### config.mk
export PLATFORM = sky130hd
export DESIGN_NAME = gate_access_sequencer
export DESIGN_NICKNAME = d
export VERILOG_FILES = /design/src/rtl/gate_pkg.sv /design/src/rtl/gate_tick_timer.sv /design/src/rtl/gate_access_sequencer.sv
export SDC_FILE = /design/constraint.sdc
export NUM_CORES = 1
export LEC_CHECK = 0
export ABC_AREA = 1
export ABC_CLOCK_PERIOD_IN_PS = 1800
export CORE_UTILIZATION = 45
export DETAILED_ROUTE_END_ITERATION = 12
export PLACE_DENSITY = 0.64
export REMOVE_ABC_BUFFERS = 1
export SYNTH_ARGS = -nofsm -noshare
export SYNTH_HDL_FRONTEND = slang
export SYNTH_SLANG_ARGS = --single-unit
### constraint.sdc
create_clock -name CLK -period 1.8 [get_ports CLK]
set_input_delay 0.36 -clock CLK [delete_from_list [all_inputs] [get_ports CLK]]
set_output_delay 0.36 -clock CLK [all_outputs]
set_load 0.01 [all_outputs]
### src/rtl/gate_pkg.sv
// Shared types and widths for the parking gate access sequencer.
package gate_pkg;

    localparam int TMR_W = 8;
    localparam int OCC_W = 8;

    typedef enum logic [2:0] {
        ST_IDLE       = 3'd0,
        ST_CHECK_PW   = 3'd1,
        ST_OPEN_IN    = 3'd2,
        ST_OPEN_OUT   = 3'd3,
        ST_WAIT_CLEAR = 3'd4,
        ST_BLOCKED    = 3'd5
    } gate_state_e;

    // Occupancy step that clamps at 0 and cap instead of wrapping.
    function automatic logic [OCC_W-1:0] occ_adjust(
        input logic [OCC_W-1:0] occ,
        input logic             inc,
        input logic             dec,
        input logic [OCC_W-1:0] cap
    );
        logic [OCC_W-1:0] res;
        if (inc) begin
            res = (occ < cap) ? occ + OCC_W'(1) : occ;
        end else if (dec) begin
            res = (occ != {OCC_W{1'b0}}) ? occ - OCC_W'(1) : occ;
        end else begin
            res = occ;
        end
        return res;
    endfunction

endpackage

### src/rtl/gate_tick_timer.sv
// Loadable down-counter advanced only by the timebase tick; o_zero flags expiry.
module gate_tick_timer
    import gate_pkg::*;
(
    input  logic             i_clk,
    input  logic             i_reset,
    input  logic             i_tick,
    input  logic             i_load,
    input  logic [TMR_W-1:0] i_load_val,
    output logic             o_zero
);

    logic [TMR_W-1:0] r_count;

    // Load wins over the tick so a freshly entered state always gets its full window.
    always_ff @(posedge i_clk) begin
        if (i_reset) begin
            r_count <= {TMR_W{1'b0}};
        end else if (i_load) begin
            r_count <= i_load_val;
        end else if (i_tick && (r_count != {TMR_W{1'b0}})) begin
            r_count <= r_count - TMR_W'(1);
        end else begin
            r_count <= r_count;
        end
    end

    assign o_zero = (r_count == {TMR_W{1'b0}});

endmodule

### src/rtl/gate_access_sequencer.sv
// Parking barrier sequencer: entry password check, occupancy, lockout.
// Optional GATE_ROUND_ROBIN_EN: least-recently-served lane wins when both request.
module gate_access_sequencer
    import gate_pkg::*;
#(
    parameter int unsigned CAPACITY   = 4,
    parameter int unsigned MAX_TRIES  = 3,
    parameter int unsigned PW_TICKS   = 20,
    parameter int unsigned GATE_TICKS = 10,
    parameter int unsigned LOCK_TICKS = 30
) (
    input  logic             CLK,
    input  logic             reset,
    input  logic             tick,
    input  logic             SE,
    input  logic             SS,
    input  logic             pass,
    input  logic             pw_valid,
    input  logic             pw_ok,
    output logic             Liberado,
    output logic             Saida,
    output logic             Pare,
    output logic             Bloqueado,
    output logic             Full,
    output logic [OCC_W-1:0] occupancy,
    output logic [2:0]       state
);

    localparam logic [OCC_W-1:0] CAP_V = OCC_W'(CAPACITY);

    gate_state_e      r_state;
    logic [OCC_W-1:0] r_occ;
    logic [2:0]       r_fail;
    logic             r_served_exit;
    logic             r_liberado;
    logic             r_saida;
    logic             r_pare;
    logic             r_bloqueado;
    logic             r_full;

    gate_state_e      w_next_state;
    logic [OCC_W-1:0] w_occ_next;
    logic [2:0]       w_fail_next;
    logic             w_served_exit_next;
    logic             w_tmr_load;
    logic [TMR_W-1:0] w_tmr_val;
    logic             w_tmr_zero;
    logic             w_exit_ok;
    logic             w_entry_ok;
    logic             w_pick_exit;
    logic [3:0]       w_fail_inc;

    assign w_exit_ok  = SS && (r_occ != {OCC_W{1'b0}});
    assign w_entry_ok = SE && !r_full;
    assign w_fail_inc = {1'b0, r_fail} + 4'd1;

`ifdef GATE_ROUND_ROBIN_EN
    assign w_pick_exit = w_exit_ok && !(w_entry_ok && r_served_exit);
`else
    assign w_pick_exit = w_exit_ok;
`endif

    gate_tick_timer u_timer (
        .i_clk      (CLK),
        .i_reset    (reset),
        .i_tick     (tick),
        .i_load     (w_tmr_load),
        .i_load_val (w_tmr_val),
        .o_zero     (w_tmr_zero)
    );

    // Next-state, timer load and bookkeeping decisions.
    always_comb begin
        w_next_state       = r_state;
        w_occ_next         = r_occ;
        w_fail_next        = r_fail;
        w_served_exit_next = r_served_exit;
        w_tmr_load         = 1'b0;
        w_tmr_val          = {TMR_W{1'b0}};
        case (r_state)
            ST_IDLE: begin
                if (w_pick_exit) begin
                    w_next_state       = ST_OPEN_OUT;
                    w_tmr_load         = 1'b1;
                    w_tmr_val          = TMR_W'(GATE_TICKS);
                    w_served_exit_next = 1'b1;
                end else if (w_entry_ok) begin
                    w_next_state       = ST_CHECK_PW;
                    w_tmr_load         = 1'b1;
                    w_tmr_val          = TMR_W'(PW_TICKS);
                    w_served_exit_next = 1'b0;
                end else begin
                    w_next_state = ST_IDLE;
                end
            end
            ST_CHECK_PW: begin
                if (pw_valid && pw_ok) begin
                    w_next_state = ST_OPEN_IN;
                    w_tmr_load   = 1'b1;
                    w_tmr_val    = TMR_W'(GATE_TICKS);
                    w_fail_next  = 3'd0;
                end else if (pw_valid) begin
                    if (w_fail_inc == 4'(MAX_TRIES)) begin
                        w_next_state = ST_BLOCKED;
                        w_tmr_load   = 1'b1;
                        w_tmr_val    = TMR_W'(LOCK_TICKS);
                        w_fail_next  = 3'd0;
                    end else begin
                        w_next_state = ST_IDLE;
                        w_fail_next  = w_fail_inc[2:0];
                    end
                end else if (w_tmr_zero) begin
                    w_next_state = ST_IDLE;
                end else begin
                    w_next_state = ST_CHECK_PW;
                end
            end
            ST_OPEN_IN, ST_OPEN_OUT: begin
                if (pass) begin
                    w_occ_next   = occ_adjust(r_occ, r_state == ST_OPEN_IN,
                                              r_state == ST_OPEN_OUT, CAP_V);
                    w_next_state = ST_WAIT_CLEAR;
                end else if (w_tmr_zero) begin
                    w_next_state = ST_WAIT_CLEAR;
                end else begin
                    w_next_state = r_state;
                end
            end
            ST_WAIT_CLEAR: begin
                // Only the lane just served must clear; the other lane waits its turn.
                if (r_served_exit ? !SS : !SE) begin
                    w_next_state = ST_IDLE;
                end else begin
                    w_next_state = ST_WAIT_CLEAR;
                end
            end
            ST_BLOCKED: begin
                if (w_tmr_zero) begin
                    w_next_state = ST_IDLE;
                end else begin
                    w_next_state = ST_BLOCKED;
                end
            end
            default: begin
                w_next_state = ST_IDLE;
            end
        endcase
    end

    // State, counters and registered outputs decoded from the next state.
    always_ff @(posedge CLK) begin
        if (reset) begin
            r_state       <= ST_IDLE;
            r_occ         <= {OCC_W{1'b0}};
            r_fail        <= 3'd0;
            r_served_exit <= 1'b1;
            r_liberado    <= 1'b0;
            r_saida       <= 1'b0;
            r_pare        <= 1'b1;
            r_bloqueado   <= 1'b0;
            r_full        <= 1'b0;
        end else begin
            r_state       <= w_next_state;
            r_occ         <= w_occ_next;
            r_fail        <= w_fail_next;
            r_served_exit <= w_served_exit_next;
            r_liberado    <= (w_next_state == ST_OPEN_IN);
            r_saida       <= (w_next_state == ST_OPEN_OUT);
            r_pare        <= !((w_next_state == ST_OPEN_IN) || (w_next_state == ST_OPEN_OUT));
            r_bloqueado   <= (w_next_state == ST_BLOCKED);
            r_full        <= (w_occ_next == CAP_V);
        end
    end

    assign Liberado  = r_liberado;
    assign Saida     = r_saida;
    assign Pare      = r_pare;
    assign Bloqueado = r_bloqueado;
    assign Full      = r_full;
    assign occupancy = r_occ;
    assign state     = r_state;

endmodule

==> qor.yml, run 1 <==
status: "finished, final reports clean"
syn2layout_area_growth_pct: 28.44
ys_seq_area_frac: 0.3407
worst_pin_slew_ns: 0.3220
first_pass_iters: 4
die-area_mm2: 0.003902
final_cells: 337
drv_cap: 0
core_mm2: 0.003416
slew_headroom: 0.7840
clock-sinks: 28
cts_tree: "done"
multiInputGateArea_um2: 938.4
antenna_found_initial: 0
hpwl_um: 3042
cts_max_level: 1
clk_pin_slew_ns: 0.16
path_max_fanout: 5
setup_viol: 0
seq_area_um2: 566.8
antenna_left: 0
finalCritPeriodShare: 0.9663
ir_drop_mv: 0.4398
vias_per_cell: 4.831
top_usage_layer: "met2"
antenna_cells: 0
ys_dominant_reg_cell: "dfxtp_1"
max_freq_mhz: 574.9
vias: 1628
grt_pass1_wl_um: 6334
postRouteWirelength_um: 3766
fin_hold_ws_ns: 0.5238
grt_pass1_vias: 1448
leakagePower_nw: 0.9747
clk_latency_ns: 0.33
num_io_pins: 24
met3_usage: 0.03650
fin_nets: 306
hold_viol_final: 0
min_path_type: "reg -> reg"
critPathLaunchType: "flop"
syn-cell-area_mm2: 0.001645
dpl.cell_count: 334
syn_inst: 247
grt_util_all_layers: 0.2019
clockRootBuffer: "clkbuf_4"
cts_max_path_buffers: 2
drive_above_1_share: 0.1512
place_congestion: 0.8458
met2_usage: 0.3614
fp.dieW_um: 62.47
maxSlewViolCount: 0
ys_warn_count: 0
post_drt_wl_per_cell_um: 11.18
synth_area_per_cell_um2: 6.661
worstPathRequired_ns: 1.44
rsz0062_at_grt: "yes"
synth_edf_count: 0
use_met1: 0.2449
drcViolationCount: 0
portBuffers: 23
drt_iter0_drc: 106
cts_buffers: 3
fin_util: 0.6187
clock_skew_ns: 0.02354
nFillCells: 330
die_height_um: 62.47
worstSetupEndpointType: "output port"
start_util: 0.4817
criticalPathCategory: "reg -> out"
holdBufCountCts: 0
synthDistinctLibCells: 33
rows: 21
min_period_ns: 1.739
grt_max_degree: 15
power.density_mw_per_mm2: 691.3
r2r_setup_slack_ns: 0.15
async_flop_share: 0
ys_ff_latch: 28
crit_arrival_ns: 1.38
overflow: 0
-- flip-flops by register name, summed over array words and instances (netlist names) --
name and cells:
u_timer.r_count 8, Bloqueado 1, r_fail 3, Full 1
occupancy 8, Saida 1, state 3, r_served_exit 1
Pare 1, Liberado 1
-- power breakdown --
| part | internal [mW] | total [mW] | switching, mW |
|---|---|---|---|
| Clock | 0.0783 | 0.252 | 0.173 |
| Combinational | 0.219 | 0.491 | 0.272 |
| Sequential | 0.672 | 0.718 | 0.0464 |
| Total | 0.969 | 1.46 | 0.492 |
-- critical path, cell delays in order (launching register included) --
cell and delay (ns):
dfxtp_2 0.38, buf_4 0.14, clkdlybuf4s50_1 0.53
-- per-stage QoR --
step	worst slack [ns]	total power [mW]	TNS (ns)	instance area, um^2
final	0.06058	1.461	0	2113
after global routing	-0.009102	1.574	-0.02192	2113
after CTS	0.01820	1.478	0	2098
after detailed placement	-0.04953	1.223	-0.06146	2074
after global placement	0.001779	1.221	0	2074
after floorplan	0.2087	1.049	0	1637
-- repair_timing --
item / 4_1_cts / 5_1_grt
endpoints found under the hold margin: 0 / 0
gates resized for setup: 1 / 6
pin swaps: 0 / 0
buffers inserted: 0 / 0
setup endpoints to repair: 1 / 8
-- cell type report --
| cell class | count | area share |
|---|---|---|
| inverters | 39 | 0.06986 |
| repair buffers | 43 | 0.1800 |
| clock buffers | 3 | 0.01066 |
| well taps | 46 | 0.02724 |
| multi-input cells | 178 | 0.4440 |
| flip-flops and latches | 28 | 0.2682 |
-- synthesized netlist by cell type (all sizes together), types with 2 or more instances --
master,n,area share
a21oi,12,0.039
clkinv,2,0.0053
dfxtp,28,0.34
ha,5,0.038
inv,37,0.084
nand2,42,0.10
nand3,24,0.084
nand4,4,0.015
nor2,56,0.14
nor3,4,0.012
o211ai,3,0.014
o21ai,15,0.055
o22ai,2,0.0076
xor2,4,0.021
-- layer usage --
layer,wire length (um),part of all wire
met5,0,0
met4,38,0.010
met3,80,0.021
met2,1776,0.47
met1,1870,0.50
-- path summary, 6_finish.rpt --
| kind | from | endpoint | cells past startpoint |
|---|---|---|---|
| setup / recovery | occupancy[2] | occupancy[2] | 2 |
| hold / removal | r_served_exit | r_served_exit | 2 |
| setup reg to reg | r_fail[1] | u_timer.r_count[3] | 9 |
| hold reg to reg | r_served_exit | r_served_exit | 2 |
-- cell families after synthesis --
family | Yosys count | share of synthesized area
AO/OA/AOI/OAI | 35 | 0.1293
XOR/XNOR | 5 | 0.02661
adder cells (fa/ha/maj) | 5 | 0.03802
buffers and inverters | 41 | 0.09504
flip-flops | 28 | 0.3407
AND/OR/NAND/NOR | 133 | 0.3703
-- cell usage in the layout, fill, tap and decap left out --
master and instances:
nand3_1 22, nor4_1 1, nor2_2 3, inv_1 37
nor3b_2 1, xor2_1 4, xnor2_2 1, nand3_4 1
a21boi_0 1, o21ai_0 13, o21ai_4 1, ha_2 1
buf_4 20, clkinv_1 1, nor2_4 2, nand2_4 1
clkbuf_4 3, nand3_2 1, nand3b_1 1, o21ai_2 1
nand2_1 40, a2bb2oi_1 1, dfxtp_1 23, a21oi_2 1
nand4_1 4, o22ai_1 2, clkinv_2 1, nor3_1 4
dfxtp_2 5, a21oi_1 11, nor2_1 51, clkdlybuf4s50_1 23
ha_1 4, nand2_2 1, o31ai_1 1, o211ai_1 3
No activity file was read; power rests on OpenSTA's default activity.
==> run 2, diff against run 1 <==
--- a/config.mk
+++ b/config.mk
@@ -7,10 +7,11 @@
 export LEC_CHECK = 0
 export ABC_AREA = 1
 export ABC_CLOCK_PERIOD_IN_PS = 1800
-export CORE_UTILIZATION = 45
+export CORE_UTILIZATION = 35
 export DETAILED_ROUTE_END_ITERATION = 12
-export PLACE_DENSITY = 0.64
+export PLACE_DENSITY = 0.52
 export REMOVE_ABC_BUFFERS = 1
+export SETUP_SLACK_MARGIN = 0.02
 export SYNTH_ARGS = -nofsm -noshare
 export SYNTH_HDL_FRONTEND = slang
 export SYNTH_SLANG_ARGS = --single-unit
==> qor.yml, run 2 (synthesized netlist as in run 1, its figures left out) <==
die-area_mm2: 0.004979  # +28%
crit_family: "buffers and inverters"
cts_max_path_buffers: 2  # unchanged
portBuffers: 23  # unchanged
post_drt_wl_per_cell_um: 11.83  # +5.9%
worstPathRequired_ns: 1.44  # about the same
path_max_fanout: 6  # +1
cts_tree: "done"
start_util: 0.3702  # -0.1115
seq_power_share: 0.454  # -0.038
cts_buffers: 3  # unchanged
ir_drop_mv: 0.5887  # +34%
setup_viol: 0  # unchanged
fin_nets: 307  # +0.33%
drcViolationCount: 4  # +4
first_pass_iters: 8  # +4
cts_max_level: 1  # unchanged
status: "complete, but fails checks"
hold_viol_final: 0  # unchanged
die_height_um: 70.57  # +13%
fin_hold_ws_ns: 0.5249  # +0.001098 ns
clock_skew_ns: 0.009522  # -0.01402 ns
clkPwrFrac: 0.247  # +0.075
power.density_mw_per_mm2: 731.3  # +5.8%
core_mm2: 0.004444  # +30%
fp.dieW_um: 70.57  # +13%
overflow: 0  # unchanged
place_congestion: 0.8171  # -3.4%
maxSlewViolCount: 0  # unchanged
p_int_mw: 1.071  # +10%
tns_ns: 0  # unchanged
holdBufCountCts: 0  # unchanged
critPathLaunchType: "flop"
antenna_left: 0  # unchanged
drv_cap: 0  # unchanged
min_period_ns: 1.694  # -0.04561 ns
antenna_found_initial: 0  # unchanged
grt_max_degree: 16  # +1
power_mw: 1.585  # +8.5%
slowest_delay_ns: 0.59  # +0.06 ns
cp_cell_sequence: "clkdlybuf4s50_1"
clockRootBuffer: "clkbuf_8"
num_io_pins: 24  # unchanged
clk_latency_ns: 0.28  # -0.05 ns
grt_util_all_layers: 0.1833  # -0.01853
drive_above_1_share: 0.1570  # +0.005794
clk_pin_slew_ns: 0.10  # -0.06 ns
antenna_cells: 0  # unchanged
slew_headroom: 0.7453  # -0.03868
worst_pin_slew_ns: 0.3796  # +0.05767 ns
violations: "design-rule violations"
criticalPathCategory: "reg -> out"
cp_slowest_cell: "clkdlybuf4s50_1"
worst-path-buf-inv: 1  # -1
vias_per_cell: 4.716  # -2.4%
grt_pass1_vias: 1608  # +11%
min_path_type: "reg -> reg"
layout_common_cells: "nor2_1, nand2_1, inv_1"
layout_commonest_cell: "nor2_1"
grt_pass1_wl_um: 7231  # +14%
drt_iter0_drc: 107  # +0.94%
swShare: 0.3243  # -0.01236
rsz0062_at_grt: "no"
vias: 1627  # -0.061%
max_freq_mhz: 590.4  # +2.7%
rows: 24  # +14%
p_switching_mw: 0.5139  # +4.5%
pwr-share-comb: 0.299  # -0.037
finalCritPeriodShare: 0.9410  # -0.02534
worstSetupEndpointType: "output port"
syn2layout_area_growth_pct: 31.71
hpwl_um: 3315  # +9.0%
crit_arrival_ns: 1.33  # -0.05 ns
postRouteWirelength_um: 4083  # +8.4%
clock-sinks: 28  # unchanged
leakagePower_nw: 0.9925  # +1.8%
run 2: cell types whose count changed in the layout (fill, tap and decap cells not counted), moves of 2 or more:
cell      before  now
clkbuf_8       0    4
nor2_1        51   49
dfxtp_2        5    2
dfxtp_1       23   26
clkbuf_4       3    0
run 2: what timing repair did:
item                                    CTS  global route
endpoints found under the setup margin    1            10
gates resized for setup                   1             8
buffers inserted                          0             1
pin swaps                                 0             3
run 2: worst min-delay path, stage by stage (launching register included):
cell and delay (ns):
dfxtp_1 0.35, xor2_1 0.07, nor2_1 0.07
run 2: worst paths after layout:
kind / start / to / slack, ns / cells after the start
max reg2reg: occupancy[1] / state[0] / 0.17 / 10
max: occupancy[4] / occupancy[4] / 0.11 / 1
min: u_timer.r_count[7] / u_timer.r_count[7] / 0.52 / 2
min reg2reg: u_timer.r_count[7] / u_timer.r_count[7] / 0.52 / 2
run 2: cell type report:
| type | count | area (um^2) |
|---|---|---|
| Fill cell | 481 | 2277 |
| Tap cell | 52 | 65.06 |
| Timing Repair Buffer | 44 | 387.9 |
| Sequential cell | 28 | 563.0 |
| Clock buffer | 4 | 55.05 |
| Multi-Input combinational cell | 178 | 948.4 |
| Inverter | 39 | 147.6 |
run 2: per-stage QoR:
step | cell area, um^2 | setup slack (ns) | cells | util
2_1_floorplan | 1637 | 0.2087 | 245 | -
3_3_place_gp | 2082 | -0.06332 | 340 | 0.4685
3_5_place_dp | 2082 | -0.1031 | 340 | 0.4685
4_1_cts | 2138 | 0.06019 | 344 | 0.4811
5_1_grt | 2167 | 0.02371 | 345 | 0.4876
6_report | 2167 | 0.1062 | 345 | 0.4876
run 2: per-layer routing:
metal  vias to the layer above  wire (um)  global-route usage
met5                         -          0                   0
li1                        883          -                   -
met2                        22       2036              0.3215
met3                         4        132             0.02849
met1                       718       1877              0.2357
met4                         0         36             0.04889
run 2: power by group through the flow:
stage / Combinational, mW / Clock (mW) / Sequential, mW
after detailed placement: 0.461 / 0 / 0.733
after CTS: 0.464 / 0.414 / 0.718
after global routing: 0.550 / 0.441 / 0.730
final: 0.473 / 0.392 / 0.720
after floorplan: 0.326 / 0 / 0.723
after global placement: 0.464 / 0 / 0.734
==> patch 1 (flow settings as in run 1) <==
Set the package constant `TMR_W` to 9 (it was 8).
--- a/src/rtl/gate_pkg.sv
+++ b/src/rtl/gate_pkg.sv
@@ -2,5 +2,5 @@
 package gate_pkg;
 
-    localparam int TMR_W = 8;
+    localparam int TMR_W = 9;
     localparam int OCC_W = 8;
 
Formal check against the unedited RTL: same outputs for any inputs over 10 cycles, from zero or initial values and one cycle with reset high; that may be too few to reach the edited logic, so the function may still have changed.
==> patch 1 against run 1 <==
Area after synthesis rose by 12%; via count rose by 12%; combinational power rose by 42%; design area up 9.4%; worst setup slack improved by 0.038 ns; sequential cell count rose by 1; total power increased by 40%; routed wire length grew 16%; first-iteration DRC count fell by 35%; clock power grew 140%; largest power group unchanged.
==> patch 1: results (changes against run 1) <==
** Final layout
- Clock network share of area :: 4.38% (+3.3 points)
- The total of plain and repair buffers excluding clock buffers came to 36 (-16%).
- Number of inverters outside the clock class in the layout :: 36 (-7.7%)
- Combined flip-flop and latch cell area :: 582 µm² (+2.6%)
- Clock buf count :: 7 (+4)
- The count of multi-input gates was 212 (+19%).
- The fraction of standard cell area in multi-input logic was 47.8% (+3.4 points).
- The layout filler cell count was 360 (+9.1%).
- The data-path buffer share of cell area in the final layout was 14.2% (-3.8 points).
- Nets :: 334 (+9.2%)

** Pwr
- The worst supply voltage drop on vdd was 549 µV (+25%).
- The total power density per cell area came to 887 mW/mm² (+28%).
- Net Switching :: 719 µW (+46%)
- The net switching share of the total power is 35.0% (+1.4 points).
- Lkg Pwr :: 1.05 nW (+7.4%)

** Clock network
- The clock-pin slew reported for the worst setup and hold paths after clock tree synthesis came to 0.06 ns (-0.10 ns).
- The cell sitting at the root of the clock tree is a sky130_fd_sc_hd__clkbuf_8.
- The clock latency reported for the late side of the worst-skew pair is 0.28 ns (-0.05 ns).
- The post-cts resize count came to 0 (-1).
- Total CTS buffers :: 5 (+2)
- The deepest level of the CTS H-tree was 2 (+1).

** GRT
- The first-pass GRT wire length was 7370 µm (+16%).
- The via count of the first global-routing pass was 1659 (+15%).
- Overall track demand over capacity in global routing :: 22.4% (+2.2 points)

** Die
- The die width is 66.1 µm (+5.8%).

** Synthesis
- Leading post-synthesis cells by instance count :: 66 x sky130_fd_sc_hd__nand2_1, 40 x sky130_fd_sc_hd__nor2_1, 31 x sky130_fd_sc_hd__inv_1, 29 x sky130_fd_sc_hd__dfxtp_1, 28 x sky130_fd_sc_hd__nand3_1
- Distinct cell type count after synthesis :: 29 (-12%)
- Largest cells by area after synthesis :: sky130_fd_sc_hd__dfxtp_1 31%, sky130_fd_sc_hd__nand2_1 13%, sky130_fd_sc_hd__nor2_1 8.1%, sky130_fd_sc_hd__nand3_1 7.6%, sky130_fd_sc_hd__inv_1 6.3%
- Mean cell area of the mapped netlist :: 6.58 µm² (-1.3%)

** Placed design
- Detailed-placement wirelength estimate :: 3270 µm (+7.4%)
- The number of cells in the design after placement is 357 (+6.9%).
- Minimum setup slack after placement :: 0.0478 ns (+0.0973 ns)
- The routability congestion estimate is 0.834 (-1.4%).

** Worst setup path
- The largest stage delay on the critical path was 0.59 ns (+0.06 ns).

** Run status
- Status :: completed

** Drt
- The total number of vias was 1829 (+12%).
- The number of violations reported at the end of detailed-routing iteration 0 is 69 (-35%).
- The final routed wire length divided by cell count is 11.8 µm (+5.9%).

** STA
- The relative slew slack was 80.7% (+2.3 points).
-- patch 1: changes by cell type after synthesis, moves of 3 or more --
| cell | change |
|---|---|
| sky130_fd_sc_hd__o21ai_0 | -6 |
| sky130_fd_sc_hd__nor2_1 | -11 |
| sky130_fd_sc_hd__a21oi_1 | +5 |
| sky130_fd_sc_hd__nor2_2 | +6 |
| sky130_fd_sc_hd__nand3_1 | +6 |
| sky130_fd_sc_hd__nand2_1 | +26 |
| sky130_fd_sc_hd__o211ai_1 | -3 |
| sky130_fd_sc_hd__inv_2 | +4 |
| sky130_fd_sc_hd__nand4_1 | +8 |
| sky130_fd_sc_hd__inv_1 | -6 |
| sky130_fd_sc_hd__buf_6 | +3 |
| sky130_fd_sc_hd__o21ai_1 | +3 |
-- patch 1: cells by family (layout without fill, tap and decap cells) --
family,Yosys count,after routing,share of synthesized area [%]
xor+xnor,4,4,1.90
fa+ha+maj,6,6,4.06
simple gates,175,175,45.8
flops,29,29,31.4
compound gates,27,27,7.45
buf+inv,40,80,9.34
-- patch 1: final timing paths --
check	cells past startpoint	slack, ns	endpoint	from
worst max-delay path	1	0.1	state[2]	state[2]
worst min-delay path	2	0.48	u_timer.r_count[0]	u_timer.r_count[0]
worst max register to register	12	0.17	u_timer.r_count[3]	r_fail[0]
worst min register to register	2	0.48	u_timer.r_count[0]	u_timer.r_count[0]
-- patch 1: routing by layer --
| layer | up-vias | share of wire (%) | track usage [%] |
|---|---|---|---|
| met5 | - | 0 | 0 |
| met1 | 815 | 53 | 30.7 |
| met2 | 24 | 43 | 34.8 |
| met3 | 6 | 3.3 | 5.17 |
| met4 | 0 | 1.0 | 6.38 |
| li1 | 984 | - | - |
==> patch 2 (settings of run 1) <==
Without the edit above. Reset style: asynchronous (`i_reset` and `reset`), changed in 2 clocked blocks.
--- a/src/rtl/gate_tick_timer.sv
+++ b/src/rtl/gate_tick_timer.sv
@@ -14,5 +14,5 @@
 
     // Load wins over the tick so a freshly entered state always gets its full window.
-    always_ff @(posedge i_clk) begin
+    always_ff @(posedge i_clk or posedge i_reset) begin
         if (i_reset) begin
             r_count <= {TMR_W{1'b0}};
--- a/src/rtl/gate_access_sequencer.sv
+++ b/src/rtl/gate_access_sequencer.sv
@@ -149,5 +149,5 @@
 
     // State, counters and registered outputs decoded from the next state.
-    always_ff @(posedge CLK) begin
+    always_ff @(posedge CLK or posedge reset) begin
         if (reset) begin
             r_state       <= ST_IDLE;
Behaviour: differs if reset is asserted again (counterexample within 4 cycles, from zero or initial values and one cycle with reset high); with reset held inactive, the same outputs for 10 cycles.
==> patch 2 against run 1 <==
Routed wire length up 8.4%; design area is 19% higher; maximum frequency shrank 0.81%; register-to-register slack lost 0.08 ns; area after synthesis grew 10%; core utilization up 4.9 points; non-clock buffer count is 12 higher; worst setup slack worse by 0.014 ns; sequential cell count unchanged; clock skew decreased by 0.018 ns; critical path type unchanged; largest cell class unchanged.
Power is not compared: it rests on default switching activity, and its combinational part moved more than twofold at a synthesized area within 25%.
==> patch 2: results (changes against run 1) <==
** Clock network
- The clock latency reported for the late side of the worst-skew pair came to 0.28 ns (-0.05 ns).
- CTS root buf :: sky130_fd_sc_hd__clkbuf_8

** Final layout
- The layout filler cell count is 347 (+5.2%).
- The fraction of layout instances using a drive strength above 1 came to 29.2% (+14 points).
- Footprint of the multi-input gates :: 0.00103 mm² (+9.5%)
- The number of nets in the finished design is 323 (+5.6%).

** Worst setup path
- CP max FO :: 3 (-2)
- RR Startpoint :: state[1]
- The largest stage delay on the critical path is 0.47 ns (-0.06 ns).
- The endpoint identified for the worst register-to-register timing path is u_timer.r_count[2].
- Worst reg-to-reg path cell count :: 10 (+1)
- Among all stages on the critical path, the largest delay is contributed by sky130_fd_sc_hd__clkdlybuf4s50_1.

** Drt
- Wire length on met2 :: 1870 µm (+5.3%)
- The detailed-route vias per instance came to 4.82 (-0.28%).
- Wl on met1 :: 2030 µm (+8.5%)
- Vias after detailed routing :: 1715 (+5.3%)
- Total Wirelength :: 4080 µm (+8.4%)
- The met3 layer wire length in the routed design was 160 µm (+100%).

** Placed design
- Port-buffer cells :: 23 (unchanged)
- The estimated wirelength of the detail-placed design is 3030 µm (-0.48%).
- The worst-case setup slack after placement is -0.0683 ns (-0.0187 ns).
- Count of placed standard cells including taps :: 340 (+1.8%)
- GP Congestion :: 0.861 (+1.8%)
- The cell area reported after detailed placement was 0.00224 mm² (+7.9%).

** STA
- Maximum clock skew at final layout :: 0.00521 ns (-0.0183 ns)
- The transition time of the tightest slew-check pin was 0.359 ns (+0.0371 ns).
- Minimum hold slack :: 0.433 ns (-0.0910 ns)
- The highest attainable clock frequency was 570 MHz (-0.81%).

** GRT
- The via count of the first global-routing pass came to 1550 (+7.0%).
- The largest net degree at the start of global routing was 29 (+14).
- Overall track demand over capacity in global routing :: 20.9% (+0.75 points)
- The first-pass GRT wire length came to 6880 µm (+8.6%).

** Synthesis
- Post-synth top flop :: sky130_fd_sc_hd__dfrtp_1
- Proportion of register bits with asynchronous set or reset after synthesis :: 100% (+100 points)
- Yosys attributes the largest share of cell area to sky130_fd_sc_hd__dfrtp_1 36%, sky130_fd_sc_hd__nand2_1 12%, sky130_fd_sc_hd__inv_1 9.8%, sky130_fd_sc_hd__nand3_1 5.8%, sky130_fd_sc_hd__nor2_1 5.4%.
- The sequential cell area fraction in the yosys report was 38.9% (+4.8 points).
- Cells after Synth :: 250 (+1.2%)

** Min path
- The min-delay analysis places its worst path in the category in -> async.

** Run status
- Status :: completed
[patch 2: cell types whose count changed in the layout (fill, tap and decap cells not counted), moves of 5 or more]
cell                      delta
sky130_fd_sc_hd__dfxtp_1    -23
sky130_fd_sc_hd__nand3_2     +5
sky130_fd_sc_hd__inv_1       +5
sky130_fd_sc_hd__nand2_1    +13
sky130_fd_sc_hd__nor2_1     -32
sky130_fd_sc_hd__dfrtp_1    +23
sky130_fd_sc_hd__inv_2       +8
sky130_fd_sc_hd__nand2_2     +7
sky130_fd_sc_hd__dfxtp_2     -5
sky130_fd_sc_hd__o21ai_0     -5
sky130_fd_sc_hd__a21oi_1     -6
sky130_fd_sc_hd__buf_4      +12
sky130_fd_sc_hd__nand3_1     -6
[patch 2: kinds of logic (layout without fill, tap and decap cells)]
group                      after synthesis  in the layout  share of synthesized area, %
xor gates and xnor gates                 7              7                          3.39
and+or+nand+nor                        132            132                          33.9
adders and majority gates                6              6                          4.15
buffers and inverters                   52            110                          11.5
DFF                                     28             28                          38.9
AOI/OAI and AO/OA                       25             25                          8.23
[patch 2: how the worst max path moves through the flow]
| stage | cells past startpoint | end | slack (ns) | from |
|---|---|---|---|---|
| floorplan | 13 | u_timer.r_count[4] | 0.13 | occupancy[0] |
| global placement | 11 | Full | -0.04 | pass |
| detailed placement | 11 | Full | -0.07 | pass |
| CTS | 9 | u_timer.r_count[4] | 0.06 | r_fail[0] |
| global route | 13 | Full | -0.06 | state[2] |
| finish | 3 | occupancy[0] | 0.05 | occupancy[0] |
[patch 2: cell type report]
cell class	count	area share (%)
tap	48	2.39
clock buffer	4	2.19
multi-input combinational	170	40.8
sequential	28	28.1
inverter	51	7.81
timing repair buffer	55	18.7
[patch 2: layer usage]
metal	vias to the layer above	GRT usage, %
met1	779	30.1
met3	2	3.82
li1	901	-
met2	33	32.5
met4	0	4.89
met5	-	0
[patch 2: worst reg2reg max path, cell delays in order (launching register included)]
cell and delay [ns]:
sky130_fd_sc_hd__dfrtp_2 0.47, sky130_fd_sc_hd__buf_4 0.16, sky130_fd_sc_hd__nor3_2 0.22, sky130_fd_sc_hd__nand2_1 0.14, sky130_fd_sc_hd__inv_1 0.16, sky130_fd_sc_hd__o21ai_4 0.09
sky130_fd_sc_hd__nand2_4 0.11, sky130_fd_sc_hd__nor2_4 0.06, sky130_fd_sc_hd__buf_4 0.13, sky130_fd_sc_hd__nand2_1 0.04, sky130_fd_sc_hd__nand2_1 0.05
[patch 2: timing repair]
item	CTS	global route
buffers inserted	0	12
setup endpoints to repair	1	13
pin swaps	0	24
resized for setup	1	40
[patch 2: where the power goes]
part           switching [mW]  internal [mW]  total [mW]  leakage, nW
clock network           0.202          0.196       0.398       0.0288
registers               0.229          0.901        1.13        0.332
logic                    1.16           1.07        2.23        0.927
total                    1.59           2.17        3.76         1.29
